### src/rtl/seq_shift_add_multiplier.sv
// Sequential shift-and-add multiplier with N-cycle fixed latency.
// Define SEQ_MULT_SIGNED_EN to add the signed_mode port for two's-complement operands.
module seq_shift_add_multiplier #(
    parameter int M = 8,
    parameter int N = 8
) (
    input  logic           clk,
    input  logic           rst_n,
    input  logic           in_valid,
    output logic           in_ready,
    input  logic [M-1:0]   a,
    input  logic [N-1:0]   b,
    output logic           out_valid,
    input  logic           out_ready,
    output logic [M+N-1:0] product,
    output logic           busy
`ifdef SEQ_MULT_SIGNED_EN
    ,
    input  logic           signed_mode
`endif
);

    localparam int W  = M + N;
    localparam int CW = $clog2(N + 1);

    localparam logic [1:0] S_IDLE = 2'd0;
    localparam logic [1:0] S_RUN  = 2'd1;
    localparam logic [1:0] S_DONE = 2'd2;

    localparam logic [CW-1:0] CNT_ONE  = CW'(1);
    localparam logic [CW-1:0] CNT_LAST = CW'(N - 1);

    logic [1:0]    r_state;
    logic [W-1:0]  r_acc;
    logic [W-1:0]  r_a_sh;
    logic [N-1:0]  r_b_sh;
    logic [CW-1:0] r_cnt;
    logic [W-1:0]  r_product;
    logic          r_neg;

    logic          w_accept;
    logic          w_release;
    logic          w_last;
    logic [W-1:0]  w_sum;
    logic [W-1:0]  w_result;
    logic [M-1:0]  w_a_mag;
    logic [N-1:0]  w_b_mag;
    logic          w_neg;

`ifdef SEQ_MULT_SIGNED_EN
    // Magnitude of the most negative value wraps to 2^(M-1), which is correct as unsigned.
    assign w_a_mag = (signed_mode && a[M-1]) ? (~a + 1'b1) : a;
    assign w_b_mag = (signed_mode && b[N-1]) ? (~b + 1'b1) : b;
    assign w_neg   = signed_mode && (a[M-1] ^ b[N-1]);
`else
    assign w_a_mag = a;
    assign w_b_mag = b;
    assign w_neg   = 1'b0;
`endif

    assign w_accept  = in_valid && (r_state == S_IDLE);
    assign w_release = out_ready && (r_state == S_DONE);
    assign w_last    = (r_cnt == CNT_LAST);
    assign w_sum     = r_acc + (r_b_sh[0] ? r_a_sh : '0);
    assign w_result  = r_neg ? ('0 - w_sum) : w_sum;

    always_ff @(posedge clk or negedge rst_n) begin
        if (!rst_n) begin
            r_state <= S_IDLE;
        end else begin
            case (r_state)
                S_IDLE:  if (w_accept) r_state <= S_RUN;
                S_RUN:   if (w_last) r_state <= S_DONE;
                S_DONE:  if (w_release) r_state <= S_IDLE;
                default: r_state <= S_IDLE;
            endcase
        end
    end

    // Every RUN edge iterates, even with a zero multiplier, to keep latency fixed.
    always_ff @(posedge clk or negedge rst_n) begin
        if (!rst_n) begin
            r_acc  <= '0;
            r_a_sh <= '0;
            r_b_sh <= '0;
            r_cnt  <= '0;
            r_neg  <= 1'b0;
        end else if (w_accept) begin
            r_acc  <= '0;
            r_a_sh <= {{N{1'b0}}, w_a_mag};
            r_b_sh <= w_b_mag;
            r_cnt  <= '0;
            r_neg  <= w_neg;
        end else if (r_state == S_RUN) begin
            r_acc  <= w_sum;
            r_a_sh <= r_a_sh << 1;
            r_b_sh <= r_b_sh >> 1;
            r_cnt  <= r_cnt + CNT_ONE;
        end
    end

    always_ff @(posedge clk or negedge rst_n) begin
        if (!rst_n) begin
            r_product <= '0;
        end else if ((r_state == S_RUN) && w_last) begin
            r_product <= w_result;
        end
    end

    assign in_ready  = (r_state == S_IDLE);
    assign out_valid = (r_state == S_DONE);
    assign busy      = (r_state != S_IDLE);
    assign product   = r_product;

endmodule

### config.mk
export PLATFORM = sky130hd
export DESIGN_NAME = seq_shift_add_multiplier
export DESIGN_NICKNAME = d
export VERILOG_FILES = /design/src/rtl/seq_shift_add_multiplier.sv
export SDC_FILE = /design/constraint.sdc
export NUM_CORES = 1
export LEC_CHECK = 0
export CORE_ASPECT_RATIO = 0.75
export CORE_MARGIN = 4
export CORE_UTILIZATION = 30
export CTS_CLUSTER_DIAMETER = 120
export DETAILED_ROUTE_END_ITERATION = 12
export MAX_ROUTING_LAYER = met4
export PLACE_DENSITY = 0.46
export SYNTH_ARGS = -nofsm -noshare
export SYNTH_HDL_FRONTEND = slang
export SYNTH_SLANG_ARGS = --single-unit
### constraint.sdc
create_clock -name clk -period 2.55 [get_ports clk]
set_input_delay 0.6375 -clock clk [delete_from_list [all_inputs] [get_ports clk]]
set_output_delay 0.6375 -clock clk [all_outputs]
set_load 0.05 [all_outputs]
-- Word level (Yosys, flattened, before mapping)
Cells that the tools add are included.
- flip-flop bits (word level): 62
- output and inout bits: 19
- word-level logic and storage cells: 34
- add/subtract/negate cells: 2
- eq/ne operators: 6
- mux-type cells: 13
- reductions and logical operators: 7
- operator list (kind ; number):
    16-bit 2-to-1 mux ; 5
    16-bit adder ; 1
    8-bit 2-to-1 mux ; 2
    4-bit 2-to-1 mux ; 2
    2-bit 2-to-1 mux ; 3
    2-bit one-hot mux with 3 select lines ; 1
    4-bit by 1-bit adder with 4-bit output, second input constant ; 1
    4-bit by 3-bit equality test with 1-bit output, second input constant ; 1
    2-bit by 1-bit != test with 1-bit output, second input constant ; 2
    2-bit nonzero test ; 2
    1-bit logical AND ; 3
    3-bit AND reduction ; 1
    2-bit by 1-bit equality test with 1-bit output, second input constant ; 1
    2-bit equality test, second input constant ; 1
    2-bit zero test ; 1
    2-bit != test, second input constant ; 1

-- Depth between registers and ports, before layout
Gate-level depths: netlist of run 1.
- depth in word-level cells: 4
- mapped depth: 11
- mapped depth without buffers: 10

-- Worst setup path after synthesis of run 1
No wires, ideal clock.
- path kind: flip-flop to flip-flop
- start point: register r_b_sh[0]
- end point: register r_product[12], in the netlist product[12]
- arrival: 2.467 ns
- path slack: -0.040 ns
- cell stages (with the launch flop): 12
- path buffers: 1
- cell sequence: dfrtp_1 > clkbuf_1 > and2_1 > ha_1 > fa_1 > a21o_1 > a221oi_2 > nand3b_4 > a21oi_2 > a31oi_1 > xor2_1 > o21ai_1
- longest elaborated chain between the ends: 2
- RTL lines (element ; line ; text):
    from (decl) ; 36 ; logic [N-1:0] r_b_sh;
    from (signal assigned) ; 91 ; r_b_sh <= w_b_mag;
    from (signal assigned) ; 97 ; r_b_sh <= r_b_sh >> 1;
    16-bit 2-to-1 mux ; 64 ; assign w_sum = r_acc + (r_b_sh[0] ? r_a_sh : '0);
    16-bit adder ; 64 ;
    to (signal assigned) ; 106 ; r_product <= w_result;
    to (decl) ; 38 ; logic [W-1:0] r_product;
No other way between the ends.
A chain may end at the register's enable or synchronous reset.

-- Worst setup path after layout of run 1
- start point: register r_a_sh[0]
- end point: register r_acc[14]
- longest elaborated chain between the ends: 4
- RTL lines (element ; line ; text):
    from (decl) ; 35 ; logic [W-1:0] r_a_sh;
    from (signal assigned) ; 90 ; r_a_sh <= {{N{1'b0}}, w_a_mag};
    from (signal assigned) ; 96 ; r_a_sh <= r_a_sh << 1;
    16-bit 2-to-1 mux ; 64 ;
    16-bit adder ; 64 ;
    16-bit 2-to-1 mux ; 94 ; end else if (r_state == S_RUN) begin
    16-bit 2-to-1 mux ; 88 ; end else if (w_accept) begin
    to (signal assigned) ; 95 ; r_acc <= w_sum;
    to (decl) ; 34 ; logic [W-1:0] r_acc;
No other way between the ends. The select of a mux whose other input is x is not followed.

==> run_results.csv, run 1 <==
group,metric,value,unit
worst_setup_path,cp_max_fo,3,
finish,n_antenna_cell,0,
floorplanning,start_util,0.312,
routing,drt_pass1_iterations,6,
sta,fmax,412,MHz
sta,period_minus_slack,2430,ps
place,place_congestion,0.793,
global_routing,grt_antenna_before_repair,0,
synthesis,synth.top_cell.area_share,0.473,
routing,postRouteAntennaNets,0,
global_routing,grt_max_degree,34,
floorplanning,num_rows,32,
clock_network,cts_buffers,9,
worst_setup_path,criticalPathCategory,"flop to flop",
floorplanning,core-area,10500,sq um
worst_setup_path,required,2750,ps
finish,seq_area,1550,sq um
worst_setup_path,startpoint_type,"flop",
floorplanning,dieWidth,129,um
routing,drt_wl_total,7890,um
synthesis,yosysTopAreaCell,"dfrtp_1",
global_routing,grt_pass1_vias,2706,
synthesis,synth.avg_cell_area,9.39,sq um
global_routing,globalRouteOverflowTotal,0,
worst_setup_path,crit_family,"compound AO/OA/AOI/OAI gates",
finish,syn2layout_area_growth,27.4,%
place,io_buffers,38,
finish,multi_input_area,1650,sq um
synthesis,synth.area.top_cells,"dfrtp_1, nand2_1, ha_1",
clock_network,worst_skew_pair.late_latency,330,ps
synthesis,ys_seq_area_frac,0.473,
routing,vias_per_cell,4.80,
sta,whs,259,ps
finish,layout_commonest_cell,"nand2_1",
power_and_ir_drop,p_leak,0.00189,uW
sta,finalHoldViolations,0,
clock_network,cts.clk_slew.worst_paths,50,ps
global_routing,grt_pass1_wl,13500,um
sta,fin_ws,121,ps
clock_network,ctsHoldBuffers,0,
power_and_ir_drop,total_power,5540,uW
place,pre_cts_slack,59.2,ps
sta,finalCritPeriodShare,0.953,
job,timing.max_cap.violations,0,
worst_setup_path,path_buf_inv,0,
synthesis,ys_types,43,
floorplanning,die_h,98.5,um
finish,fillers,1102,
power_and_ir_drop,peakVddDrop,0.000486,V
sta,rsz0062_at_grt,"true",
worst_setup_path,cp.arrival,2630,ps
synthesis,synth_nets,386,
routing,num_vias,2604,
clock_network,root_buffer,"clkbuf_16",
floorplanning,fp.dieArea,12700,sq um
place,dp_hpwl,5830,um
floorplanning,ioPinCount,39,
synthesis,ys_warn_count,0,
clock_network,cts_buffer_depth,2,
synthesis,syn_inst,349,
clock_network,clock-sinks,62,
sta,worst_pin_slew,609,ps
synthesis,syn_area,3280,sq um
sta,slew_headroom,0.593,
finish,final_cell_mix,"nand2_1, dfrtp_1, clkdlybuf4s50_1",
global_routing,grt.total_usage,0.138,
synthesis,ys_seq_elements,62,
worst_setup_path,slowest_delay,380,ps
routing,post_drt_wl_per_cell,14.6,um
power_and_ir_drop,powerDensity,1330,nW/um^2
worst_setup_path,worstPathCellList,"and2_1 > ha_2 > fa_2 > a21o_1 > a221oi_2 > nand3b_4 > o21ba_2 > o21bai_1 > xnor2_1 > o21ai_1",
sta,skew,8.12,ps
clock_network,h-tree-depth,3,
clock_network,cts_tree,"done",
hold_path,hold_path_class,"input pin to asynchronous set/reset pin",
worst_setup_path,critical-path-slowest-cell,"dfrtp_1",
status,status,"completed",
routing,drc,0,
routing,dr.first_iter.drc_count,102,
finish,finalNetCount,439,
sta,drv_slew,0,
sta,setup_viol,0,
worst_setup_path,endpoint_kind,"flop",
finish,drive_gt1_frac,0.126,
through the flow:
stage,std cells,util,area [sq um],setup TNS (ps)
5_1_grt,542,0.398,4180,-248
3_3_place_gp,524,0.369,3870,0
6_report,542,0.398,4180,0
4_1_cts,539,0.394,4140,0
3_5_place_dp,524,0.369,3870,0
2_1_floorplan,349,-,3280,0
cell usage after synthesis (all sizes together):
cell,count
nand2,81
dfrtp,62
o21ai,43
and2,17
ha,16
a22oi,14
nor2,14
a21oi,12
xnor2,12
clkbuf,11
nand3,10
buf,5
mux2,5
nor3,5
a21o,4
xor2,4
a22o,3
nand2b,3
nor2b,3
o21a,3
a31oi,2
and3,2
inv,2
nand4,2
o211ai,2
or3,2
a2111oi,1
a211oi,1
a221oi,1
and4,1
fa,1
nand3b,1
nand4b,1
o21ba,1
o21bai,1
o31ai,1
state kept, by name (all words and copies together) (netlist names):
signal / count
r_b_sh: 8
r_a_sh: 16
product: 16
r_cnt: 4
r_acc: 16
r_state: 2
cell families (layout without fill, tap and decap cells):
kind of cell | count (synthesis) | in the layout | share of synthesized area
multiplexers | 5 | 5 | 0.0172
buffers and inverters | 18 | 75 | 0.0290
adder cells (fa/ha/maj) | 17 | 17 | 0.0672
XOR/XNOR | 16 | 16 | 0.0427
AND/OR/NAND/NOR | 142 | 142 | 0.199
AO/OA/AOI/OAI | 89 | 89 | 0.171
flip-flops | 62 | 62 | 0.473
per-layer routing:
| metal | wire (um) | GRT usage | part of all wire |
|---|---|---|---|
| met1 | 4060 | 0.186 | 0.51 |
| met5 | 0 | - | 0 |
| met2 | 3460 | 0.199 | 0.44 |
| met4 | 64 | 0.0387 | 0.0081 |
| met3 | 304 | 0.0444 | 0.039 |
power by group:
part | internal [uW] | total [uW] | leakage, uW | switching [uW]
Clock | 704 | 1120 | 0.000133 | 413
Combinational | 1090 | 2750 | 0.000960 | 1660
Sequential | 1410 | 1670 | 0.000795 | 266
worst paths after layout:
kind / from / endpoint / slack [ps] / cells past startpoint
setup / recovery: r_a_sh[0] / r_acc[14] / 120 / 10
hold / removal: rst_n / product[2] / 260 / 1
setup reg to reg: r_a_sh[0] / r_acc[14] / 120 / 10
hold reg to reg: r_b_sh[3] / r_b_sh[3] / 480 / 2
max in group asynchronous: rst_n / r_a_sh[4] / 1590 / 2
min in group clk: r_b_sh[3] / r_b_sh[3] / 480 / 2
area by class of cell:
class | count | area share
tap | 136 | 0.0407
inverter | 2 | 0.00180
sequential | 62 | 0.371
multi-input combinational | 269 | 0.396
clock buffer | 14 | 0.0632
clock inverter | 1 | 0.00120
timing repair buffer | 58 | 0.126
worst reg2reg max path, stage by stage, from the launching register on:
cell	delay, ps
dfrtp_1	380
and2_1	160
ha_2	180
fa_2	370
a21o_1	190
a221oi_2	290
nand3b_4	200
o21ba_2	130
o21bai_1	80
xnor2_1	240
o21ai_1	80
what timing repair did:
| item | in CTS | in global routing |
|---|---|---|
| resized for setup | 0 | 6 |
| endpoints found under the setup margin | 0 | 13 |
| buffers inserted | 0 | 3 |
| endpoints found under the hold margin | 0 | 0 |
(Power assumes the default switching activity.)
==> inputs of run 2 (changes only) <==
--- a/config.mk
+++ b/config.mk
@@ -5,13 +5,15 @@
 export SDC_FILE = /design/constraint.sdc
 export NUM_CORES = 1
 export LEC_CHECK = 0
+export CELL_PAD_IN_SITES_DETAIL_PLACEMENT = 0
+export CELL_PAD_IN_SITES_GLOBAL_PLACEMENT = 1
 export CORE_ASPECT_RATIO = 0.75
 export CORE_MARGIN = 4
 export CORE_UTILIZATION = 30
 export CTS_CLUSTER_DIAMETER = 120
 export DETAILED_ROUTE_END_ITERATION = 12
 export MAX_ROUTING_LAYER = met4
-export PLACE_DENSITY = 0.46
+export PLACE_DENSITY = 0.62
 export SYNTH_ARGS = -nofsm -noshare
 export SYNTH_HDL_FRONTEND = slang
 export SYNTH_SLANG_ARGS = --single-unit
==> run_results.csv, run 2 (synthesis results as in run 1) <==
group,metric,value,unit
power_and_ir_drop,switching_share,0.414,
finish,drive_gt1_frac,0.154,
clock_network,root_buffer,"clkbuf_16",
clock_network,ctsHoldBuffers,0,
hold_path,hold_path_class,"input pin to asynchronous set/reset pin",
floorplanning,ioPinCount,39,
power_and_ir_drop,powerDensity,1370,nW/um^2
floorplanning,dieWidth,129,um
routing,postRouteAntennaNets,0,
sta,fmax,413,MHz
sta,rsz0062_at_grt,"true",
routing,dr.first_iter.drc_count,120,
finish,seq_area,1550,sq um
worst_setup_path,reg2reg_to,"product[12]",
routing,num_vias,2604,
finish,multi_input_area,1690,sq um
sta,fin_ws,126,ps
clock_network,cts.clk_slew.worst_paths,60,ps
place,pre_cts_slack,65.6,ps
sta,finalCritPeriodShare,0.951,
worst_setup_path,cp_max_fo,3,
power_and_ir_drop,total_power,5920,uW
sta,worst_pin_slew,658,ps
sta,skew,6.12,ps
routing,drc,0,
power_and_ir_drop,peakVddDrop,0.000698,V
worst_setup_path,required,2770,ps
clock_network,worst_skew_pair.late_latency,340,ps
routing,drt_wl_total,7940,um
finish,syn2layout_area_growth,31.9,%
global_routing,grt.busiest_layer,"met1",
routing,drt_pass1_iterations,4,
clock_network,cts_buffer_depth,2,
place,dp_hpwl,5450,um
routing,post_drt_wl_per_cell,14.6,um
power_and_ir_drop,p_clk_frac,0.239,
sta,setup_viol,0,
global_routing,grt_antenna_before_repair,0,
global_routing,grt_util_met3,0.0412,
global_routing,grt_max_degree,63,
sta,finalHoldViolations,0,
global_routing,globalRouteOverflowTotal,0,
worst_setup_path,startpoint_type,"flop",
power_and_ir_drop,p_int,3470,uW
power_and_ir_drop,p_comb_frac,0.477,
floorplanning,die_h,98.5,um
floorplanning,fp.dieArea,12700,sq um
finish,n_antenna_cell,0,
worst_setup_path,reg2reg_depth,10,
worst_setup_path,rr_startpoint,"r_a_sh[0]",
sta,period_minus_slack,2420,ps
power_and_ir_drop,p_seq_frac,0.284,
worst_setup_path,crit_path_start,"r_a_sh[0]",
global_routing,grt_pass1_vias,2673,
worst_setup_path,cp.arrival,2640,ps
clock_network,h-tree-depth,3,
place,place_congestion,0.799,
clock_network,cts_tree,"done",
floorplanning,num_rows,32,
sta,slew_headroom,0.560,
global_routing,grt_pass1_wl,13600,um
floorplanning,start_util,0.312,
finish,layout_commonest_cell,"nand2_1",
worst_setup_path,crit_end,"product[12]",
finish,final_cell_mix,"nand2_1, dfrtp_1, o21ai_0, clkdlybuf4s50_1, buf_4",
clock_network,cts_buffers,9,
worst_setup_path,endpoint_kind,"flop",
worst_setup_path,reg2reg_slack,130,ps
worst_setup_path,criticalPathCategory,"flop to flop",
global_routing,met2_usage,0.176,
routing,vias_per_cell,4.78,
place,io_buffers,38,
finish,finalNetCount,441,
status,status,"completed",
global_routing,use_met1,0.211,
sta,drv_slew,0,
power_and_ir_drop,p_leak,0.00195,uW
clock_network,clock-sinks,62,
global_routing,grt.total_usage,0.140,
job,timing.max_cap.violations,0,
finish,fillers,1067,
floorplanning,core-area,10500,sq um
power_and_ir_drop,p_switching,2450,uW
run 2: cell count changes in the layout (fill, tap and decap cells not counted), moves of 2 or more:
cell,change
o21ai_1,-2
clkinvlp_4,+2
o21ai_0,+2
clkinv_4,+2
bufinv_16,+3
ha_1,-2
clkbuf_8,-2
clkbuf_1,-3
run 2: power groups by stage:
stage | Clock, uW | Sequential (uW) | Combinational, uW
2_1_floorplan | 0 | 1990 | 1610
3_5_place_dp | 0 | 1690 | 2760
4_1_cts | 1450 | 1680 | 2770
6_report | 1420 | 1680 | 2820
5_1_grt | 1500 | 1740 | 3130
3_3_place_gp | 0 | 1680 | 2730
run 2: stage by stage:
step,util,cell area [sq um],std cells,hold WS [ps],TNS (ps)
global placement,0.369,3870,523,461,0
detailed placement,0.369,3870,523,466,0
global route,0.412,4320,545,342,-83.4
CTS,0.402,4220,539,321,0
floorplan,-,3280,349,342,0
finish,0.412,4320,545,287,0
run 2: repair_timing:
action / 4_1_cts / 5_1_grt
buffers inserted: 0 / 6
setup endpoints to repair: 0 / 8
resized for setup: 0 / 13
run 2: final cells by class:
class / count / share of cell area
flip-flops and latches: 62 / 0.359
repair buffers: 60 / 0.128
clock inverters: 7 / 0.0284
multi-input cells: 269 / 0.391
inverters: 2 / 0.00174
clock buffers: 9 / 0.0521
well taps: 136 / 0.0394
run 2: worst min-delay path by stage:
stage | end | slack (ps)
final | r_acc[13] | 290
after global routing | product[10] | 340
after CTS | product[10] | 320
after detailed placement | r_b_sh[4] | 470
after global placement | product[2] | 460
after floorplan | product[0] | 340
run 2: per-layer routing:
metal | vias to the layer above | share of wire | wire length (um)
met1 | 1211 | 0.56 | 4420
met5 | - | 0 | 0
met2 | 60 | 0.39 | 3060
li1 | 1326 | - | -
met4 | 0 | 0.011 | 88
met3 | 7 | 0.047 | 373
run 2: worst max-delay path: stages, from the launching register on:
cell      delay (ps)
dfrtp_1          390
and2_4           170
ha_4             160
fa_2             360
a21o_1           200
a221oi_2         280
nand3b_4         200
a21oi_4           70
a31oi_2          170
xor2_1           210
o21ai_1           90
